### config.mk
export PLATFORM = sky130hd
export DESIGN_NAME = onehot_rr_arbiter_flat
export DESIGN_NICKNAME = d
export VERILOG_FILES = /design/src/rtl/onehot_rr_arbiter_pkg.sv /design/src/rtl/onehot_rr_arbiter_if.sv /design/src/rtl/onehot_rr_arbiter_rr_pick.sv /design/src/rtl/onehot_rr_arbiter.sv /design/src/flat_wrapper.sv
export SDC_FILE = /design/constraint.sdc
export NUM_CORES = 1
export LEC_CHECK = 0
export CORE_AREA = 2 2 39 41
export CTS_CLUSTER_SIZE = 30
export DETAILED_ROUTE_END_ITERATION = 12
export DIE_AREA = 0 0 41 43
export PLACE_DENSITY = 0.8
export SETUP_SLACK_MARGIN = 0.3
export SLEW_MARGIN = 20
export SYNTH_ARGS = -nofsm -noshare
export SYNTH_HDL_FRONTEND = slang
export SYNTH_HIERARCHICAL = 1
export SYNTH_SLANG_ARGS = --single-unit
### constraint.sdc
create_clock -name clk -period 2.5 [get_ports clk]
set_input_delay 0.5 -clock clk [delete_from_list [all_inputs] [get_ports clk]]
set_output_delay 0.5 -clock clk [all_outputs]
set_load 0.05 [all_outputs]
### src/rtl/onehot_rr_arbiter_pkg.sv
// Shared definitions for the round-robin arbiter slice: FSM encoding and a
// width helper usable in parameter context.
package fpga_modules_pkg;

   typedef enum logic [0:0] {
      ST_IDLE = 1'b0,
      ST_BUSY = 1'b1
   } arb_state_e;

   // Smallest r with 2**r >= v; bounded so the shift never reaches the sign bit.
   function automatic int clog2_f(input int v);
      int r;
      r = 0;
      for (int i = 0; i < 31; i++) begin
         if ((1 << i) < v) r = i + 1;
      end
      return r;
   endfunction

endpackage

### src/rtl/onehot_rr_arbiter_if.sv
// Request/grant bundle between the requesters, the consumer and the arbiter.
// The consumer's done pulse is release_pulse because "release" is a reserved word.
interface onehot_rr_arbiter_if
   import fpga_modules_pkg::*;
#(
   parameter int in_val = 4,
   parameter int idx_w  = clog2_f(in_val)
) ();
   logic [in_val-1:0] req;
   logic              release_pulse;
   logic [in_val-1:0] grant;
   logic              grant_valid;
   logic [idx_w-1:0]  grant_idx;

   modport master (
      output req, release_pulse,
      input  grant, grant_valid, grant_idx
   );

   modport slave (
      input  req, release_pulse,
      output grant, grant_valid, grant_idx
   );
endinterface

### src/rtl/onehot_rr_arbiter_rr_pick.sv
// Combinational circular first-set search starting at ptr; reusable by other
// arbiters that keep their own pointer.
module rr_pick
   import fpga_modules_pkg::*;
#(
   parameter int in_val = 4,
   parameter int idx_w  = clog2_f(in_val)
) (
   input  logic [in_val-1:0] req,
   input  logic [idx_w-1:0]  ptr,
   output logic [in_val-1:0] pick_onehot,
   output logic [idx_w-1:0]  pick_idx,
   output logic              any
);

   logic [in_val-1:0]   hi_mask;
   logic [2*in_val-1:0] dbl;
   int                  pos;

   // Lower half holds only requests at/after ptr, upper half all requests,
   // so the lowest set bit of the double vector is the circular winner.
   always_comb begin
      hi_mask = '0;
      for (int i = 0; i < in_val; i++) begin
         hi_mask[i] = (i >= int'(ptr));
      end
      dbl = {req, req & hi_mask};
      pos = 0;
      for (int i = 2*in_val-1; i >= 0; i--) begin
         if (dbl[i]) pos = i;
      end
      any         = |req;
      pick_idx    = idx_w'((pos >= in_val) ? (pos - in_val) : pos);
      pick_onehot = '0;
      if (any) pick_onehot[pick_idx] = 1'b1;
   end

endmodule

### src/rtl/onehot_rr_arbiter.sv
// Round-robin arbiter producing a registered one-hot select that is held until
// the consumer releases it or the requester withdraws.
//
// state   | meaning
// --------+--------------------------------
// ST_IDLE | no grant active, arbitrate req
// ST_BUSY | grant latched, wait for release
module onehot_rr_arbiter
   import fpga_modules_pkg::*;
#(
   parameter int in_val = 4,
   parameter int idx_w  = clog2_f(in_val)
) (
   input  logic                clk,
   input  logic                rst,
   onehot_rr_arbiter_if.slave  bus
);

   arb_state_e        state_q, state_d;
   logic [idx_w-1:0]  ptr_q, ptr_d;
   logic [in_val-1:0] grant_q, grant_d;
   logic              grant_valid_q, grant_valid_d;
   logic [idx_w-1:0]  grant_idx_q, grant_idx_d;

   logic [in_val-1:0] pick_onehot;
   logic [idx_w-1:0]  pick_idx;
   logic              pick_any;

   rr_pick #(
      .in_val (in_val),
      .idx_w  (idx_w)
   ) u_pick (
      .req         (bus.req),
      .ptr         (ptr_q),
      .pick_onehot (pick_onehot),
      .pick_idx    (pick_idx),
      .any         (pick_any)
   );

   always_comb begin
      state_d       = state_q;
      ptr_d         = ptr_q;
      grant_d       = grant_q;
      grant_valid_d = grant_valid_q;
      grant_idx_d   = grant_idx_q;
      case (state_q)
         ST_IDLE: begin
            if (pick_any) begin
               grant_d       = pick_onehot;
               grant_idx_d   = pick_idx;
               grant_valid_d = 1'b1;
               // Explicit wrap so non-power-of-two requester counts rotate correctly.
               ptr_d         = (pick_idx == idx_w'(in_val-1)) ? '0 : pick_idx + idx_w'(1);
               state_d       = ST_BUSY;
            end
         end
         ST_BUSY: begin
            if (bus.release_pulse || !(|(bus.req & grant_q))) begin
               grant_d       = '0;
               grant_valid_d = 1'b0;
               state_d       = ST_IDLE;
            end
         end
         default: state_d = ST_IDLE;
      endcase
   end

   always_ff @(posedge clk or posedge rst) begin
      if (rst) begin
         state_q       <= ST_IDLE;
         ptr_q         <= '0;
         grant_q       <= '0;
         grant_valid_q <= 1'b0;
         grant_idx_q   <= '0;
      end else begin
         state_q       <= state_d;
         ptr_q         <= ptr_d;
         grant_q       <= grant_d;
         grant_valid_q <= grant_valid_d;
         grant_idx_q   <= grant_idx_d;
      end
   end

   assign bus.grant       = grant_q;
   assign bus.grant_valid = grant_valid_q;
   assign bus.grant_idx   = grant_idx_q;

endmodule

### src/flat_wrapper.sv
// flat-port wrapper written by rule: the top's interface ports become plain ports
module onehot_rr_arbiter_flat import fpga_modules_pkg::*;
#(
   parameter int in_val = 4,
   parameter int idx_w  = clog2_f(in_val)
)
  (clk, rst, bus_req, bus_release_pulse, bus_grant, bus_grant_valid, bus_grant_idx);
  onehot_rr_arbiter_if #(.in_val(in_val), .idx_w(idx_w)) bus_i ();
  input  logic clk;
  input  logic rst;
  input wire logic [$bits(bus_i.req)-1:0] bus_req;
  input wire logic [$bits(bus_i.release_pulse)-1:0] bus_release_pulse;
  output wire logic [$bits(bus_i.grant)-1:0] bus_grant;
  output wire logic [$bits(bus_i.grant_valid)-1:0] bus_grant_valid;
  output wire logic [$bits(bus_i.grant_idx)-1:0] bus_grant_idx;
  assign bus_i.req = bus_req;
  assign bus_i.release_pulse = bus_release_pulse;
  assign bus_grant = bus_i.grant;
  assign bus_grant_valid = bus_i.grant_valid;
  assign bus_grant_idx = bus_i.grant_idx;
  onehot_rr_arbiter #(.in_val(in_val), .idx_w(idx_w)) u_core (.clk(clk), .rst(rst), .bus(bus_i));
endmodule
; ---- Yosys cells after proc, flatten, opt, wreduce, memory -nomap -nowiden
; Index checks and enable logic that the tools add are counted.
[word_totals]
in_bits = 7
register_bits = 10
output_inout_bits = 7
[classes]
n_bitwise = 3
addsub = 2
mux = 21
order_cmp = 6
n_reduce_logical = 7
n_eq_ne = 3
[op_table]
columns = operator, n
row1 = 2-to-1 mux 32 bit, 6
row2 = >= comparator 32 x 4 -> 1 bit (second input constant), 1
row3 = AND 4 bit, 2
row4 = 2-to-1 mux 4 bit, 2
row5 = one-hot mux 4 bit (2 select lines), 1
row6 = OR reduction 4 bit, 2
row7 = 2-to-1 mux 3 bit, 2
row8 = 2-to-1 mux 1 bit, 5
row9 = >= comparator 1 x 2 -> 1 bit (first input constant), 2
row10 = 2-to-1 mux 2 bit, 2
row11 = one-hot mux 1 bit (2 select lines), 2
row12 = AND reduction 2 bit, 2
row13 = < comparator 2 x 3 -> 1 bit (second input constant), 1
row14 = adder 2 x 1 -> 2 bit (second input constant), 1
row15 = demux 1 bit (select 2 bit), 1
row16 = == test 2 bit (second input constant), 1
row17 = >= comparator 2 x 1 -> 1 bit (second input constant), 1
row18 = >= comparator 2 bit (first input constant), 1
row19 = != test 2 x 1 -> 1 bit (second input constant), 1
row20 = != test 2 bit (second input constant), 1
row21 = subtractor 2 x 1 -> 2 bit (second input constant), 1
row22 = logical AND 1 bit, 1
row23 = zero test 1 bit, 1
row24 = logical OR 1 bit, 1
row25 = inverter 1 bit, 1

; ---- Logic depth before layout (Yosys ltp)
[depth]
word_depth = 16
depth_mapped = 7
depth_no_buf = 5

; ---- Hierarchy
; The synthesis kept the hierarchy.
[modules_own_cells]
columns = module, area_each_um2, instances, cells_each
row1 = onehot_rr_arbiter, 484.2, 1, 40
row2 = rr_pick, 168.9, 1, 27

; ---- Worst setup path before layout
; No wires, ideal clock.
[synth_path]
path_kind = input-to-reg
from = input bus_req[3]
to = register u_core.ptr_q[1]
arrival_ns = 1.398
stages = 5
n_path_buf = 0
setup_time_ns = 0.125
slack_ns = 0.977
cell_sequence = nand2b_1 > a21oi_1 > nor3_2 > ha_1 > mux2_4
[synth_via]
elab_chain_len = 12
[synth_lines]
columns = element, line
row1 = from (decl), flat_wrapper.sv:11  ; input wire logic [$bits(bus_i.req)-1:0] bus_req;
row2 = 2-to-1 mux 3 bit (2 in series), onehot_rr_arbiter_rr_pick.sv:30  ; if (dbl[i]) pos = i;
row3 = 2-to-1 mux 32 bit (2 in series), onehot_rr_arbiter_rr_pick.sv:30
row4 = 2-to-1 mux 32 bit (*) (4 in series), onehot_rr_arbiter_rr_pick.sv:30
row5 = >= comparator 32 x 4 -> 1 bit / subtractor 2 x 1 -> 2 bit (equally long branches), onehot_rr_arbiter_rr_pick.sv:33  ; pick_idx = idx_w'((pos >= in_val) ? (pos - in_val) : pos);
row6 = 2-to-1 mux 2 bit (*), onehot_rr_arbiter_rr_pick.sv:33
row7 = via u_core.pick_idx[0], onehot_rr_arbiter.sv:26  ; logic [idx_w-1:0] pick_idx;
row8 = adder 2 x 1 -> 2 bit / == test 2 bit (equally long branches), onehot_rr_arbiter.sv:53  ; ptr_d = (pick_idx == idx_w'(in_val-1)) ? '0 : pick_idx + idx_w'(1);
row9 = 2-to-1 mux 2 bit (*), onehot_rr_arbiter.sv:53
row10 = to (signal assigned), onehot_rr_arbiter.sv:77  ; ptr_q <= ptr_d;
row11 = to (decl), onehot_rr_arbiter.sv:20  ; logic [idx_w-1:0] ptr_q, ptr_d;
; Mark *: on every way through the listed nets, which the timed path passes. The rest lies on a longest branch.
; A chain may end at the register's enable or synchronous reset.

; ---- Worst setup path in the final report
[layout_path]
from = register u_core.grant_q[0] (netlist: u_core/bus.grant[0])
to = output bus_grant[0]
[layout_rtl]
columns = element, line
row1 = from (decl), onehot_rr_arbiter.sv:21  ; logic [in_val-1:0] grant_q, grant_d;
row2 = from (signal assigned), onehot_rr_arbiter.sv:78  ; grant_q <= grant_d;
row3 = to (decl), flat_wrapper.sv:13  ; output wire logic [$bits(bus_i.grant)-1:0] bus_grant;
; No word-level cell between the ends.

==> metrics.txt <==
total core area=1380 µm²; cell at the slowest stage of the critical path=clkdlybuf4s50_1; WP buf/inv=1; Final Critical Period=1.98 ns; RSZ-0062 raised after global routing=no; Period Utilization, post-route=79.0%; internal power=536 µW; antenna violations before repair=0; Synthesized Nets=75; CTS Hold Bufs=0; Placement Cell Area=788 µm²; CTS Sinks=10; Mapped Cells=67; clk_skew=0.00408 ns; DR top layer=met3; remaining antenna violation count after routing=0; Die ar.=1760 µm²; GRT Total Usage=18.1%; Die Span X=41 µm; clk buf depth=2; pin count of the biggest net entering global routing=11; final instance area=811 µm²; Synth cell types=26; Nets=92; flops & latches, synth=10; critical path's top delay family=buffers and inverters; hold depth=1; Via density=5.83; Metal-1 WL=647 µm; Area contributors post-synth=dfrtp_1 38%, mux2_4 6.9%, mux2i_1 6.1%; Startpoint Class=register; layout cells sized above 1=17.1%; CP Class=register to output pin; Area Overhead vs Synth=24.1%; Pre-Repair DR Iteration Count=5; Rows=14; clk slew on worst S/H paths=0.06 ns; final setup fails=0; Die Ht=43 µm; Post-CTS Setup Inserts=0; DR WL/cell=13.6 µm; DR vias=571; number of port buffers=13; routed wl met2=627 µm; GP Congestion=0.738; most common cell after layout, fill and taps aside=clkdlybuf4s50_1; sequential-to-total area share from yosys stat=38.3%; top cell type's share of synthesized area=38.3%; CP Capture Type=output pin; first-pass GRT wire length=2130 µm; Crit Path Max Fanout=4; Net Sw Power=466 µW; Leak=0.000376 µW; hpwl dp=975 µm; Pwr Density=1240 nW/µm²; crit-path cells=clkdlybuf4s50_1; setup tns final=0 ns; Slew HR=66.8%; Clock Latency Late Sink=0.26 ns; post-synth top area cell=dfrtp_1; fin. max-slew vios=0; Max stage delay on crit path=0.82 ns; IO Count=14; Comb power frac=58.0%; FF-to-FF path depth=5; critical path depth in cells=1; crit path DAT=1.48 ns; R2R setup slack=0.82 ns; CTS resizes=0; highest-count cells in the layout ignoring fill and taps=13 x clkdlybuf4s50_1, 10 x dfrtp_1, 7 x a21oi_1; Max-Cap Viols=0; Fin. Hold Viols=0; WL met3=53 µm; Sw Ratio=46.5%; Yosys warning count=6; Max IR drop VDD=624 µV; Synth Cell Area=653 µm²; Detailed Route WL=1330 µm; Hold/Removal Path Class=register to register; status=completed; DRC Markers=0; fmax=506 MHz; total grt overflow=0; Required @ worst endpoint=2.00 ns; Iter 0 DRT Violations=13; root buf cell=clkbuf_4; Initial Util=47.2%; Clk network pwr share=10.5%; CTS Buf Count=3; vias in the first global route=499; Seq pwr share=31.5%; htree depth=1; Antenna diodes=0; Slew @ Worst Pin=0.496 ns; TritonCTS clock tree=yes; Mapped Avg Cell Area=9.75 µm²; fillers=127
area by class of cell:
class | instances | area (µm²) | share of cell area [%]
Multi-Input combinational cell | 50 | 362 | 44.6
Tap cell | 16 | 20.0 | 2.47
Clock buffer | 3 | 22.5 | 2.78
Timing Repair Buffer | 14 | 138 | 17.0
Sequential cell | 10 | 250 | 30.9
Inverter | 5 | 18.8 | 2.31
power groups by stage:
stage	Combinational [µW]	Sequential (µW)	Clock [µW]
floorplan	296	453	0
global placement	573	314	0
detailed placement	578	317	0
CTS	582	314	112
global route	620	326	125
finish	581	316	106
metal layers:
| metal | GRT usage, % | vias up |
|---|---|---|
| li1 | - | 276 |
| met5 | 0 | - |
| met2 | 24.4 | 16 |
| met3 | 3.14 | 0 |
| met4 | 12.0 | 0 |
| met1 | 25.6 | 279 |
flip-flops by register name (all words and copies together), names as in the netlist:
signal                  cells
u_core/bus.grant_valid      1
u_core/bus.grant            4
u_core/bus.grant_idx        2
u_core/state_q              1
u_core/ptr_q                2
cell usage after synthesis:
master     n
nand2_1    6
o21bai_1   1
inv_1      3
nand2b_1   3
mux2_4     3
a22oi_1    2
nor3_2     1
and3_4     1
a21o_1     1
o31ai_1    1
o21ai_1    1
o21ai_0    5
o221a_2    1
mux2i_1    4
nand2b_4   1
ha_1       1
nor2_1     3
o211a_1    1
a211oi_2   1
a21oi_1    7
buf_6      2
o22ai_1    4
nand3_1    1
dfrtp_1   10
o311a_1    1
inv_2      2
final timing paths:
check                                        start                      end
hold reg to reg            u_core/bus.grant_idx[0]  u_core/bus.grant_idx[0]
setup / recovery               u_core/bus.grant[0]             bus_grant[0]
hold / removal             u_core/bus.grant_idx[0]  u_core/bus.grant_idx[0]
max in group asynchronous                      rst      u_core/bus.grant[3]
setup reg to reg                   u_core/ptr_q[1]          u_core/ptr_q[1]
min in group asynchronous                      rst          u_core/ptr_q[1]
kinds of logic after synthesis:
kind of cell	share of synthesized area, %
mux	13.0
buf+inv	6.32
flops	38.3
fa+ha+maj	1.92
compound gates	26.2
simple gates	14.2
per-stage QoR:
stage | hold WS [ns] | setup WS [ns] | total power (µW) | cells | utilization, %
6_report | 0.511 | 0.525 | 1000 | 98 | 58.6
5_1_grt | 0.525 | 0.477 | 1070 | 98 | 58.6
4_1_cts | 0.513 | 0.507 | 1010 | 98 | 58.6
3_5_place_dp | 0.497 | 0.299 | 894 | 95 | 57.0
3_3_place_gp | 0.495 | 0.288 | 886 | 95 | 57.0
2_1_floorplan | 0.340 | 0.977 | 749 | 67 | -
Power figures use the tool's default switching activity.
